<file path="src/rtl/mips_pkg.sv">
// Shared definitions for the multi-cycle MIPS controller. This file holds the
// opcode/funct values, the ALU and mux select codes, the FSM state enum and the
// instruction classes that the decoder produces.
package mips_pkg;

    // Primary opcodes (instr[31:26])
    localparam logic [5:0] OP_RTYPE = 6'h00;
    localparam logic [5:0] OP_J     = 6'h02;
    localparam logic [5:0] OP_JAL   = 6'h03;
    localparam logic [5:0] OP_BEQ   = 6'h04;
    localparam logic [5:0] OP_ADDI  = 6'h08;
    localparam logic [5:0] OP_ORI   = 6'h0D;
    localparam logic [5:0] OP_LUI   = 6'h0F;
    localparam logic [5:0] OP_LB    = 6'h20;
    localparam logic [5:0] OP_LW    = 6'h23;
    localparam logic [5:0] OP_SB    = 6'h28;
    localparam logic [5:0] OP_SW    = 6'h2B;

    // R-type function codes (instr[5:0])
    localparam logic [5:0] FN_JR    = 6'h08;
    localparam logic [5:0] FN_ADDU  = 6'h21;
    localparam logic [5:0] FN_SUBU  = 6'h23;

    // ALU function encodings, shared with the core's ALU
    localparam int         ALU_OP_W_DEF = 3;
    localparam logic [2:0] ALU_ADD  = 3'b000;
    localparam logic [2:0] ALU_SUB  = 3'b001;
    localparam logic [2:0] ALU_OR   = 3'b010;

    // Next-PC source
    localparam logic [1:0] NPC_PC4    = 2'b00;
    localparam logic [1:0] NPC_BRANCH = 2'b01;
    localparam logic [1:0] NPC_JUMP   = 2'b10;
    localparam logic [1:0] NPC_RS     = 2'b11;

    // Immediate extender mode
    localparam logic [1:0] EXT_ZERO = 2'b00;
    localparam logic [1:0] EXT_SIGN = 2'b01;
    localparam logic [1:0] EXT_LUI  = 2'b10;

    // Register-file destination select
    localparam logic [1:0] GPR_RT = 2'b00;
    localparam logic [1:0] GPR_RD = 2'b01;
    localparam logic [1:0] GPR_RA = 2'b10;
    localparam logic [1:0] GPR_OF = 2'b11;

    // Write-back data select
    localparam logic [1:0] WD_ALU = 2'b00;
    localparam logic [1:0] WD_DM  = 2'b01;
    localparam logic [1:0] WD_PC4 = 2'b10;

    // Controller states; the encoding is visible on the debug state port
    typedef enum logic [2:0] {
        S_FETCH  = 3'd0,
        S_DECODE = 3'd1,
        S_EXE    = 3'd2,
        S_MEM    = 3'd3,
        S_WB     = 3'd4,
        S_BRANCH = 3'd5,
        S_JUMP   = 3'd6,
        S_TRAP   = 3'd7
    } state_t;

    // Instruction classes: each class follows one fixed path through the FSM
    typedef enum logic [3:0] {
        CLS_ALU_R,   // addu/subu: EXE -> WB into rd
        CLS_ALU_I,   // ori/lui:   EXE -> WB into rt
        CLS_ADDI,    // addi:      EXE -> WB into rt, or $30 on overflow
        CLS_LOAD,    // lw/lb
        CLS_STORE,   // sw/sb
        CLS_BEQ,
        CLS_J,
        CLS_JAL,
        CLS_JR,
        CLS_ILL
    } cls_t;

    // Decoder result: class plus the controls the EXE state drives
    typedef struct packed {
        cls_t       cls;
        logic [2:0] alu_op;
        logic       bsel;
        logic [1:0] ext_op;
        logic       byte_acc;
    } dec_t;

    // True for the classes that pass through the MEM state
    function automatic logic is_mem_cls(input cls_t cls);
        return (cls == CLS_LOAD) || (cls == CLS_STORE);
    endfunction

endpackage

</file>
<file path="src/rtl/mips_mc_decode.sv">
// Combinational instruction decoder for the multi-cycle controller. It maps
// opcode/funct to an instruction class and the ALU/extender controls that the
// EXE (or BRANCH) state applies. Unknown encodings decode to CLS_ILL.
module mips_mc_decode
    import mips_pkg::*;
#(
    parameter bit HAS_BYTE = 1'b1
) (
    input  logic [5:0] i_opcode,
    input  logic [5:0] i_funct,
    output dec_t       o_dec
);

    // Classify the instruction held in IR
    always_comb begin
        // NOTE: every output gets a default first so no path can infer a latch.
        o_dec          = '0;
        o_dec.cls      = CLS_ILL;
        o_dec.alu_op   = ALU_ADD;
        o_dec.bsel     = 1'b0;
        o_dec.ext_op   = EXT_ZERO;
        o_dec.byte_acc = 1'b0;

        case (i_opcode)
            OP_RTYPE: begin
                case (i_funct)
                    FN_ADDU: o_dec.cls = CLS_ALU_R;
                    FN_SUBU: begin
                        o_dec.cls    = CLS_ALU_R;
                        o_dec.alu_op = ALU_SUB;
                    end
                    FN_JR:   o_dec.cls = CLS_JR;
                    default: o_dec.cls = CLS_ILL;
                endcase
            end
            OP_ADDI: begin
                o_dec.cls    = CLS_ADDI;
                o_dec.bsel   = 1'b1;
                o_dec.ext_op = EXT_SIGN;
            end
            OP_ORI: begin
                o_dec.cls    = CLS_ALU_I;
                o_dec.alu_op = ALU_OR;
                o_dec.bsel   = 1'b1;
            end
            OP_LUI: begin
                // rs is $0 for lui, so ADD passes the shifted immediate through
                o_dec.cls    = CLS_ALU_I;
                o_dec.bsel   = 1'b1;
                o_dec.ext_op = EXT_LUI;
            end
            OP_LW: begin
                o_dec.cls    = CLS_LOAD;
                o_dec.bsel   = 1'b1;
                o_dec.ext_op = EXT_SIGN;
            end
            OP_SW: begin
                o_dec.cls    = CLS_STORE;
                o_dec.bsel   = 1'b1;
                o_dec.ext_op = EXT_SIGN;
            end
            OP_LB: begin
                if (HAS_BYTE) begin
                    o_dec.cls      = CLS_LOAD;
                    o_dec.bsel     = 1'b1;
                    o_dec.ext_op   = EXT_SIGN;
                    o_dec.byte_acc = 1'b1;
                end
            end
            OP_SB: begin
                if (HAS_BYTE) begin
                    o_dec.cls      = CLS_STORE;
                    o_dec.bsel     = 1'b1;
                    o_dec.ext_op   = EXT_SIGN;
                    o_dec.byte_acc = 1'b1;
                end
            end
            OP_BEQ: begin
                o_dec.cls    = CLS_BEQ;
                o_dec.alu_op = ALU_SUB;
            end
            OP_J:    o_dec.cls = CLS_J;
            OP_JAL:  o_dec.cls = CLS_JAL;
            default: o_dec.cls = CLS_ILL;
        endcase
    end

endmodule

</file>
<file path="src/rtl/mips_mc_ctrl.sv">
// Multi-cycle MIPS control unit. Each instruction walks FETCH -> DECODE and then
// one of the EXE/MEM/WB, BRANCH or JUMP paths back to FETCH. All datapath
// controls are registered: the value for a state is computed on the edge that
// enters it. The data-memory wait is bounded by MEM_TIMEOUT; an expired wait or
// an illegal instruction parks the controller in TRAP until reset.
module mips_mc_ctrl
    import mips_pkg::*;
#(
    parameter int ALU_OP_W    = ALU_OP_W_DEF,
    parameter int MEM_TIMEOUT = 255,
    parameter bit HAS_BYTE    = 1'b1
) (
    input  logic                i_clk,
    input  logic                i_rst,
    input  logic [5:0]          i_opcode,
    input  logic [5:0]          i_funct,
    input  logic                i_zero,
    input  logic                i_of,
    input  logic                i_mem_ready,
    output logic                o_ir_wr,
    output logic                o_pc_wr,
    output logic [1:0]          o_npc_sel,
    output logic [ALU_OP_W-1:0] o_alu_op,
    output logic                o_bsel,
    output logic [1:0]          o_ext_op,
    output logic [1:0]          o_gpr_sel,
    output logic [1:0]          o_wd_sel,
    output logic                o_gpr_wr,
    output logic                o_mem_req,
    output logic                o_dm_wr,
    output logic                o_lb,
    output logic                o_sb,
    output logic                o_trap,
    output logic [2:0]          o_state
);

    // Counter value on the last waiting cycle that is still allowed
    localparam logic [7:0] WAIT_LAST = 8'(MEM_TIMEOUT - 1);

    dec_t                w_dec;

    state_t              r_state;
    cls_t                r_cls;
    logic                r_byte;
    logic [7:0]          r_wait_cnt;

    logic                r_ir_wr;
    logic                r_pc_wr;
    logic [1:0]          r_npc_sel;
    logic [ALU_OP_W-1:0] r_alu_op;
    logic                r_bsel;
    logic [1:0]          r_ext_op;
    logic [1:0]          r_gpr_sel;
    logic [1:0]          r_wd_sel;
    logic                r_gpr_wr;
    logic                r_mem_req;
    logic                r_dm_wr;
    logic                r_lb;
    logic                r_sb;
    logic                r_trap;

    mips_mc_decode #(
        .HAS_BYTE (HAS_BYTE)
    ) u_decode (
        .i_opcode (i_opcode),
        .i_funct  (i_funct),
        .o_dec    (w_dec)
    );

    // Controller FSM: state, wait counter and every registered output
    always_ff @(posedge i_clk or posedge i_rst) begin
        if (i_rst) begin
            r_state    <= S_FETCH;
            r_cls      <= CLS_ILL;
            r_byte     <= 1'b0;
            r_wait_cnt <= '0;
            r_ir_wr    <= 1'b0;
            r_pc_wr    <= 1'b0;
            r_npc_sel  <= NPC_PC4;
            r_alu_op   <= '0;
            r_bsel     <= 1'b0;
            r_ext_op   <= EXT_ZERO;
            r_gpr_sel  <= GPR_RT;
            r_wd_sel   <= WD_ALU;
            r_gpr_wr   <= 1'b0;
            r_mem_req  <= 1'b0;
            r_dm_wr    <= 1'b0;
            r_lb       <= 1'b0;
            r_sb       <= 1'b0;
            r_trap     <= 1'b0;
        end else begin
            // NOTE: non-blocking assignments throughout; the defaults below are
            // overridden by the later assignments for the state being entered.
            r_ir_wr   <= 1'b0;
            r_pc_wr   <= 1'b0;
            r_npc_sel <= NPC_PC4;
            r_alu_op  <= '0;
            r_bsel    <= 1'b0;
            r_ext_op  <= EXT_ZERO;
            r_gpr_sel <= GPR_RT;
            r_wd_sel  <= WD_ALU;
            r_gpr_wr  <= 1'b0;
            r_mem_req <= 1'b0;
            r_dm_wr   <= 1'b0;
            r_lb      <= 1'b0;
            r_sb      <= 1'b0;

            case (r_state)
                S_FETCH: begin
                    // The first cycle after reset sits in FETCH with no strobes;
                    // it only arms the real fetch cycle that follows.
                    if (r_ir_wr) begin
                        r_state <= S_DECODE;
                    end else begin
                        r_ir_wr <= 1'b1;
                        r_pc_wr <= 1'b1;
                    end
                end

                S_DECODE: begin
                    r_cls  <= w_dec.cls;
                    r_byte <= w_dec.byte_acc;
                    case (w_dec.cls)
                        CLS_ALU_R, CLS_ALU_I, CLS_ADDI, CLS_LOAD, CLS_STORE: begin
                            r_state  <= S_EXE;
                            r_alu_op <= ALU_OP_W'(w_dec.alu_op);
                            r_bsel   <= w_dec.bsel;
                            r_ext_op <= w_dec.ext_op;
                        end
                        CLS_BEQ: begin
                            r_state   <= S_BRANCH;
                            r_alu_op  <= ALU_OP_W'(w_dec.alu_op);
                            r_bsel    <= 1'b0;
                            r_npc_sel <= NPC_BRANCH;
                        end
                        CLS_J: begin
                            r_state   <= S_JUMP;
                            r_pc_wr   <= 1'b1;
                            r_npc_sel <= NPC_JUMP;
                        end
                        CLS_JAL: begin
                            r_state   <= S_JUMP;
                            r_pc_wr   <= 1'b1;
                            r_npc_sel <= NPC_JUMP;
                            r_gpr_wr  <= 1'b1;
                            r_gpr_sel <= GPR_RA;
                            r_wd_sel  <= WD_PC4;
                        end
                        CLS_JR: begin
                            r_state   <= S_JUMP;
                            r_pc_wr   <= 1'b1;
                            r_npc_sel <= NPC_RS;
                        end
                        default: begin
                            r_state <= S_TRAP;
                            r_trap  <= 1'b1;
                        end
                    endcase
                end

                S_EXE: begin
                    if (is_mem_cls(r_cls)) begin
                        r_state    <= S_MEM;
                        r_wait_cnt <= '0;
                        r_mem_req  <= 1'b1;
                        r_dm_wr    <= (r_cls == CLS_STORE);
                        r_lb       <= (r_cls == CLS_LOAD) && r_byte;
                        r_sb       <= (r_cls == CLS_STORE) && r_byte;
                    end else begin
                        r_state  <= S_WB;
                        r_gpr_wr <= 1'b1;
                        r_wd_sel <= WD_ALU;
                        if (r_cls == CLS_ALU_R) begin
                            r_gpr_sel <= GPR_RD;
                        end else if ((r_cls == CLS_ADDI) && i_of) begin
                            // Overflowing addi writes $30 instead of rt
                            r_gpr_sel <= GPR_OF;
                        end else begin
                            r_gpr_sel <= GPR_RT;
                        end
                    end
                end

                S_MEM: begin
                    if (i_mem_ready) begin
                        if (r_cls == CLS_LOAD) begin
                            r_state  <= S_WB;
                            r_gpr_wr <= 1'b1;
                            r_gpr_sel <= GPR_RT;
                            r_wd_sel <= WD_DM;
                        end else begin
                            r_state <= S_FETCH;
                            r_ir_wr <= 1'b1;
                            r_pc_wr <= 1'b1;
                        end
                    end else if (r_wait_cnt == WAIT_LAST) begin
                        // Wait budget spent: request drops as TRAP is entered
                        r_state <= S_TRAP;
                        r_trap  <= 1'b1;
                    end else begin
                        r_wait_cnt <= r_wait_cnt + 8'd1;
                        r_mem_req  <= 1'b1;
                        r_dm_wr    <= r_dm_wr;
                        r_lb       <= r_lb;
                        r_sb       <= r_sb;
                    end
                end

                S_WB, S_BRANCH, S_JUMP: begin
                    r_state <= S_FETCH;
                    r_ir_wr <= 1'b1;
                    r_pc_wr <= 1'b1;
                end

                S_TRAP: begin
                    r_state <= S_TRAP;
                end

                default: begin
                    r_state <= S_TRAP;
                    r_trap  <= 1'b1;
                end
            endcase
        end
    end

    // Output mapping. The branch compare is computed by the ALU during BRANCH
    // itself, so its zero flag qualifies pc_wr within that cycle.
    assign o_ir_wr   = r_ir_wr;
    assign o_pc_wr   = r_pc_wr | ((r_state == S_BRANCH) & i_zero);
    assign o_npc_sel = r_npc_sel;
    assign o_alu_op  = r_alu_op;
    assign o_bsel    = r_bsel;
    assign o_ext_op  = r_ext_op;
    assign o_gpr_sel = r_gpr_sel;
    assign o_wd_sel  = r_wd_sel;
    assign o_gpr_wr  = r_gpr_wr;
    assign o_mem_req = r_mem_req;
    assign o_dm_wr   = r_dm_wr;
    assign o_lb      = r_lb;
    assign o_sb      = r_sb;
    assign o_trap    = r_trap;
    assign o_state   = r_state;

endmodule

</file>
<file path="config.mk">
export PLATFORM = sky130hd
export DESIGN_NAME = mips_mc_ctrl
export DESIGN_NICKNAME = d
export VERILOG_FILES = /design/src/rtl/mips_pkg.sv /design/src/rtl/mips_mc_decode.sv /design/src/rtl/mips_mc_ctrl.sv
export SDC_FILE = /design/constraint.sdc
export NUM_CORES = 1
export LEC_CHECK = 0
export ABC_AREA = 0
export BUFFER_PORTS_ARGS = -buffer_cell sky130_fd_sc_hd__buf_2
export CELL_PAD_IN_SITES_DETAIL_PLACEMENT = 1
export CELL_PAD_IN_SITES_GLOBAL_PLACEMENT = 2
export CORE_MARGIN = 3
export CORE_UTILIZATION = 31
export CTS_BUF_LIST = sky130_fd_sc_hd__clkbuf_2
export CTS_CLUSTER_DIAMETER = 50
export DETAILED_ROUTE_END_ITERATION = 16
export PLACE_DENSITY = 0.81
export SLEW_MARGIN = 20
export SYNTH_ARGS = -nofsm -noshare
export SYNTH_HDL_FRONTEND = slang
export SYNTH_SLANG_ARGS = --single-unit
</file>
<file path="constraint.sdc">
create_clock -name i_clk -period 2.01 [get_ports i_clk]
set_clock_uncertainty 0.2 [all_clocks]
set_input_delay 0.1005 -clock i_clk [delete_from_list [all_inputs] [get_ports i_clk]]
set_output_delay 0.1005 -clock i_clk [all_outputs]
set_load 0.1 [all_outputs]
</file>
### After elaboration in Yosys (flattened, before gate mapping)

Cells that the tools add are included.

* register bits after elaboration: 36
* bits of input ports: 17

* $add $sub $neg: 1
* equal/unequal tests: 39
* mux-type cells: 61
* bitwise gates (word level): 2
* reductions and logical operators: 26

Operators by type and width (count)
* $eq A6 B6 Y1 const B: 6
* $pmux W4 S8: 1
* $mux W1: 26
* $eq A6 B4 Y1 const B: 4
* $mux W8: 3
* $mux W3: 7
* $eq A4 B3 Y1 const B: 5
* $pmux W3 S6: 1
* $eq A4 B2 Y1 const B: 4
* $pmux W8 S2: 1
* $mux W2: 7
* $eq A3 B3 Y1 const B: 4
* $eq A6 B2 Y1 const B: 2
* $ne A2 B2 Y1 const B: 6
* $pmux W2 S2: 3
* $pmux W2 S3: 2
* $reduce_or A2 Y1: 6
* $pmux W1 S2: 5
* $reduce_or A5 Y1: 2
* $pmux W3 S3: 1
* $reduce_or A9 Y1: 1
* $add A8 B1 Y8 const B: 1
* $eq A8 B8 Y1 const B: 1
* $logic_not A4 Y1: 2
* other kinds (21): 28

### Logic depth before layout (Yosys ltp)

* depth in word-level cells: 8
* depth in mapped cells: 7

### By module

From an unflattened synthesis, not the netlist that was laid out.

* cells, all modules: 227
* area total of the unflattened synthesis: 2085.8 µm²

By module, submodules not included
* mips_mc_ctrl: instances 1, cells each 170, area each 1746.7 µm²
* mips_mc_decode: instances 1, cells each 57, area each 339.1 µm²

### Worst setup path before layout

OpenSTA, ideal clock, no wires.

* path type: flip-flop to flip-flop
* from: register r_state[1], in the netlist o_state[1]
* to: register r_wait_cnt[1]
* library setup time: 0.127 ns
* arrival time: 2.401 ns
* setup slack: -0.718 ns
* stages on the path, launching flop included: 7
* path buffers: 1
* clock period less this slack: 2.728 ns
* path through: dfrtp_1 > buf_2 > inv_2 > or3_1 > and2b_1 > or2_1 > mux2_1

* longest elaborated chain between the ends: 3
* elaborated cells on any way between the ends: 8
* classes of those cells: eq/ne: 5; mux: 1; reduce/logical: 2

RTL lines
* from (decl): line mips_mc_ctrl.sv:42 `state_t r_state;`
* from (signal assigned): line mips_mc_ctrl.sv:73 `r_state <= S_FETCH;`
* from (signal assigned): line mips_mc_ctrl.sv:113 `r_state <= S_DECODE;`
* from (signal assigned): line mips_mc_ctrl.sv:125 `r_state <= S_EXE;`
* $eq A3 B2 Y1: line mips_mc_ctrl.sv:108 `case (r_state)`
* $ne A2 B2 Y1 (no line) / $reduce_bool A2 Y1 (equally long branches)
* $reduce_and A4 Y1 (no line)
* to (signal assigned): line mips_mc_ctrl.sv:201 `r_wait_cnt <= r_wait_cnt + 8'd1;`
* to (decl): line mips_mc_ctrl.sv:45 `logic [7:0] r_wait_cnt;`

Parallel ways exist; a longest one is shown, timed or not.
A chain may end at the register's enable or synchronous reset.

### Final worst setup path

* from: input port i_opcode[3]
* to: register r_ext_op[0], in the netlist o_ext_op[0]

* longest elaborated chain between the ends: 7
* elaborated cells on any way between the ends: 25
* classes of those cells: eq/ne: 14; mux: 4; reduce/logical: 7

RTL lines
* from (decl): line mips_mc_ctrl.sv:15 `input logic [5:0] i_opcode,`
* $eq A6 B6 Y1 / $eq A6 B4 Y1 (equally long branches): line mips_mc_decode.sv:24 `case (i_opcode)`
* $reduce_or A2 Y1 (no line)
* $pmux W4 S8: line mips_mc_decode.sv:24
* $eq A4 B1 Y1 (tied with other cells): line mips_mc_ctrl.sv:123 `case (w_dec.cls)`
* $reduce_or A5 Y1: line mips_mc_ctrl.sv:123
* $mux W2 (*): line mips_mc_ctrl.sv:123
* $mux W2 (*): line mips_mc_ctrl.sv:108
* to (signal assigned): line mips_mc_ctrl.sv:128 `r_ext_op <= w_dec.ext_op;`
* to (decl): line mips_mc_ctrl.sv:52 `logic [1:0] r_ext_op;`

Every way passes the cells marked *; elsewhere a longest branch is shown, timed or not.

==> flow_summary.json <==
{
  "ff2ff_path_depth": 4,
  "nets": 297,
  "status": "complete, but fails checks",
  "drt-vias-per-instance": 5.182,
  "cp.depth": 9,
  "netlist_instances": 198,
  "top_layer": "met4",
  "coreArea_um2": 5709,
  "die_x_um": 84.38,
  "wire_per_inst_um": 16.47,
  "place_ws_ps": -24.29,
  "ant_nets": 0,
  "final-hold-violation-count": 1,
  "powerDensity_nw_per_um2": 950.2,
  "p_sw_share_pct": 47.11,
  "end_kind": "flip-flop",
  "ys_seq_area_share_pct": 46.12,
  "critPathArrivalTime_ps": 2130,
  "drt-initial-drc-count": 79,
  "cp.buffers_inverters": 4,
  "synthTopCellsByArea": "dfrtp_1, nor2_1, o21ai_0",
  "grt_pass1_vias": 1991,
  "synthesis.area_um2": 1904,
  "ys_async_sr_fraction_pct": 100.0,
  "worst_pin_slew_ps": 687.4,
  "internal_power_w": 0.001334,
  "route.met3.wl_um": 250,
  "setup_slack_ps": 31.38,
  "cp-start-kind": "input port",
  "antenna_found_initial": 0,
  "violations": "hold timing",
  "route.met2.wl_um": 2943,
  "ys.flop_type": "dfrtp_1",
  "htreeDepth": 2,
  "max_clock_freq_mhz": 505.4,
  "p_comb_share_pct": 49.8,
  "crit_top_cell": "buf_4",
  "crit_family": "buffers and inverters",
  "leakage_nw": 1.224,
  "setup_viol": 0,
  "cap_violations": 0,
  "clkPwrFrac_pct": 13.5,
  "area_delta_synth_final_pct": 39.42,
  "cp.required_ps": 2160,
  "portBuffers": 38,
  "seqPwrFrac_pct": 36.7,
  "routed_wl_um": 5781,
  "path_max_fanout": 9,
  "drive_gt1_share_pct": 37.63,
  "period_share_pct": 98.44,
  "clk_path_buf_depth": 2,
  "dp_hpwl_um": 4197,
  "hp-class": "input port to flip-flop",
  "drv_slew": 0,
  "routedLengthMet1_um": 2441,
  "fill_cells": 696,
  "power_switching_w": 0.001189,
  "ir_drop_mv": 0.4194,
  "grt_usage_pct": 16.62,
  "synth_seq_cells": 35,
  "yosys.area.top_type": "dfrtp_1",
  "syn_nets": 217,
  "route.detailed.drc": 0,
  "finalWeightedCongestion": 0.7862,
  "path_class": "input port to flip-flop",
  "synth_edf_count": 0,
  "ios": 40,
  "clk-insertion-delay-late_ps": 400,
  "rows": 27,
  "root_buffer": "clkbuf_2",
  "grt_max_degree": 19,
  "holdWs_ps": -26.59,
  "ctsHoldBuffers": 15,
  "slowest_stage": "dlygate4sd3_1",
  "synth.top_cell.area_share_pct": 43.36,
  "numCtsBuffers": 5,
  "cp_cell_sequence": "buf_2 > dlygate4sd3_1 > buf_4 > nor4b_2 > a31oi_1 > o32a_1 > nand3b_1 > buf_4 > nor3_1",
  "ys_types": 64,
  "synth_warnings": 0,
  "cpPeakStageDelay_ps": 550,
  "cts_tree": "yes",
  "diodes": 0,
  "clk_pin_slew_ps": 220,
  "die_y_um": 84.38,
  "die_area_um2": 7119,
  "num_vias": 1819,
  "grt_pass1_wl_um": 9556,
  "first_pass_iters": 4,
  "cts_num_sinks": 35,
  "synth.avg_cell_area_um2": 9.618,
  "hold_depth": 4,
  "slew_headroom_pct": 54.12,
  "initial_utilization_pct": 33.36,
  "overflow": 0,
  "period_needed_ps": 1979
}
==> cells in the final DEF, fill, tap and decap left out, types with 7 or more instances in the layout <==
cell and n:
nand2_1 10, inv_1 7, dlygate4sd3_1 14, dfrtp_1 30
o21ai_0 12, a21oi_1 7, buf_4 30, buf_2 37
nor2_1 21
==> cell families (layout without fill, tap and decap cells) <==
group                    after synthesis  in the layout  share of synthesized area (%)
XOR/XNOR                               6              6                          2.760
other                                  1              1                         0.1969
buffers and inverters                 18             99                          4.008
flip-flops                            35             35                          46.12
AO/OA/AOI/OAI                         49             49                          17.87
adder cells (fa/ha/maj)                2              2                          1.314
AND/OR/NAND/NOR                       83             83                          25.49
multiplexers                           4              4                          2.234
==> power by group through the flow <==
| stage | logic (W) | registers [W] | clock network (W) |
|---|---|---|---|
| after floorplan | 0.000589 | 0.00127 | 0 |
| after global placement | 0.00119 | 0.000935 | 0 |
| after detailed placement | 0.00121 | 0.000939 | 0 |
| after CTS | 0.00124 | 0.000925 | 0.000355 |
| after global routing | 0.00135 | 0.000944 | 0.000387 |
| final | 0.00126 | 0.000925 | 0.000341 |
==> synth_stat cells, types with 2 or more instances <==
library cell and count:
a211oi_1 2, a21o_1 2, a21oi_1 7, a22o_1 2, a31oi_1 4, and2_1 2, buf_2 4, clkbuf_1 5
dfrtp_1 33, dfstp_2 2, ha_1 2, inv_1 7, mux2i_1 2, nand2_1 11, nand2b_1 2, nand3_1 5
nand3b_1 5, nand4_1 3, nor2_1 21, nor2_2 2, nor3_1 6, nor4_1 3, nor4b_1 2, o21a_1 2
o21ai_0 12, o21bai_1 2, o31ai_1 2, or2_1 2, or3_1 5, xnor2_1 3, xor2_1 3
==> tightest hold or removal path, stage by stage <==
cell and delay, ps:
buf_2 90, or4_4 120, o41ai_2 90, o22a_2 180
==> routing by layer <==
| metal | GRT usage (%) | vias up |
|---|---|---|
| li1 | - | 878 |
| met1 | 19.80 | 881 |
| met2 | 29.34 | 49 |
| met3 | 3.238 | 11 |
| met4 | 6.619 | 0 |
| met5 | 0 | - |
==> per-stage QoR <==
stage | instances | power, W | cell area (µm²) | setup TNS [ps] | util (%)
after detailed placement | 325 | 0.002148 | 2375 | -51.93 | 41.60
after global routing | 351 | 0.002681 | 2655 | -18.30 | 46.50
final | 351 | 0.002523 | 2655 | 0 | 46.50
after global placement | 325 | 0.002127 | 2375 | 0 | 41.60
after floorplan | 198 | 0.001863 | 1964 | -657.4 | -
after CTS | 348 | 0.002517 | 2570 | 0 | 45.01
==> registers in the layout (all words and copies together), names as in the netlist <==
name,flops
r_wait_cnt,8
r_cls,4
o_state,3
o_alu_op,2
o_ext_op,2
o_gpr_sel,2
o_npc_sel,2
o_wd_sel,2
o_bsel,1
o_dm_wr,1
o_gpr_wr,1
o_ir_wr,1
o_lb,1
o_mem_req,1
o_sb,1
o_trap,1
r_byte,1
r_pc_wr,1
==> final cells by class <==
cell class	count	area, µm²	share of cell area [%]
tap	72	90.09	3.393
timing repair buffer	83	574.3	21.63
inverter	8	30.03	1.131
clock buffer	5	25.02	0.9425
sequential	35	889.6	33.51
clock inverter	3	20.02	0.7540
multi-input combinational	145	1026	38.64
==> path summary, 6_finish.rpt <==
| check | slack, ps | start | end |
|---|---|---|---|
| min in group asynchronous | 100 | i_rst | o_state[1]$_DFFE_PP0P_ |
| worst min-delay path | -30 | i_opcode[1] | r_cls[0]$_DFFE_PP1P_ |
| worst min register to register | 300 | o_dm_wr$_DFFE_PP0N_ | o_dm_wr$_DFFE_PP0N_ |
| max in group asynchronous | 920 | i_rst | r_wait_cnt[3]$_DFFE_PP0P_ |
| worst max register to register | 40 | o_state[2]$_DFFE_PP0P_ | o_sb$_DFFE_PP0N_ |
| worst max-delay path | 30 | i_opcode[3] | o_ext_op[0]$_DFF_PP0_ |
==> what timing repair did <==
item / in CTS / in global routing
endpoints found under the hold margin: 34 / 1
gates resized for setup: 0 / 13
setup buffers: 0 / 3
endpoints found under the setup margin: 0 / 14
No activity file was read; power rests on OpenSTA's default activity.
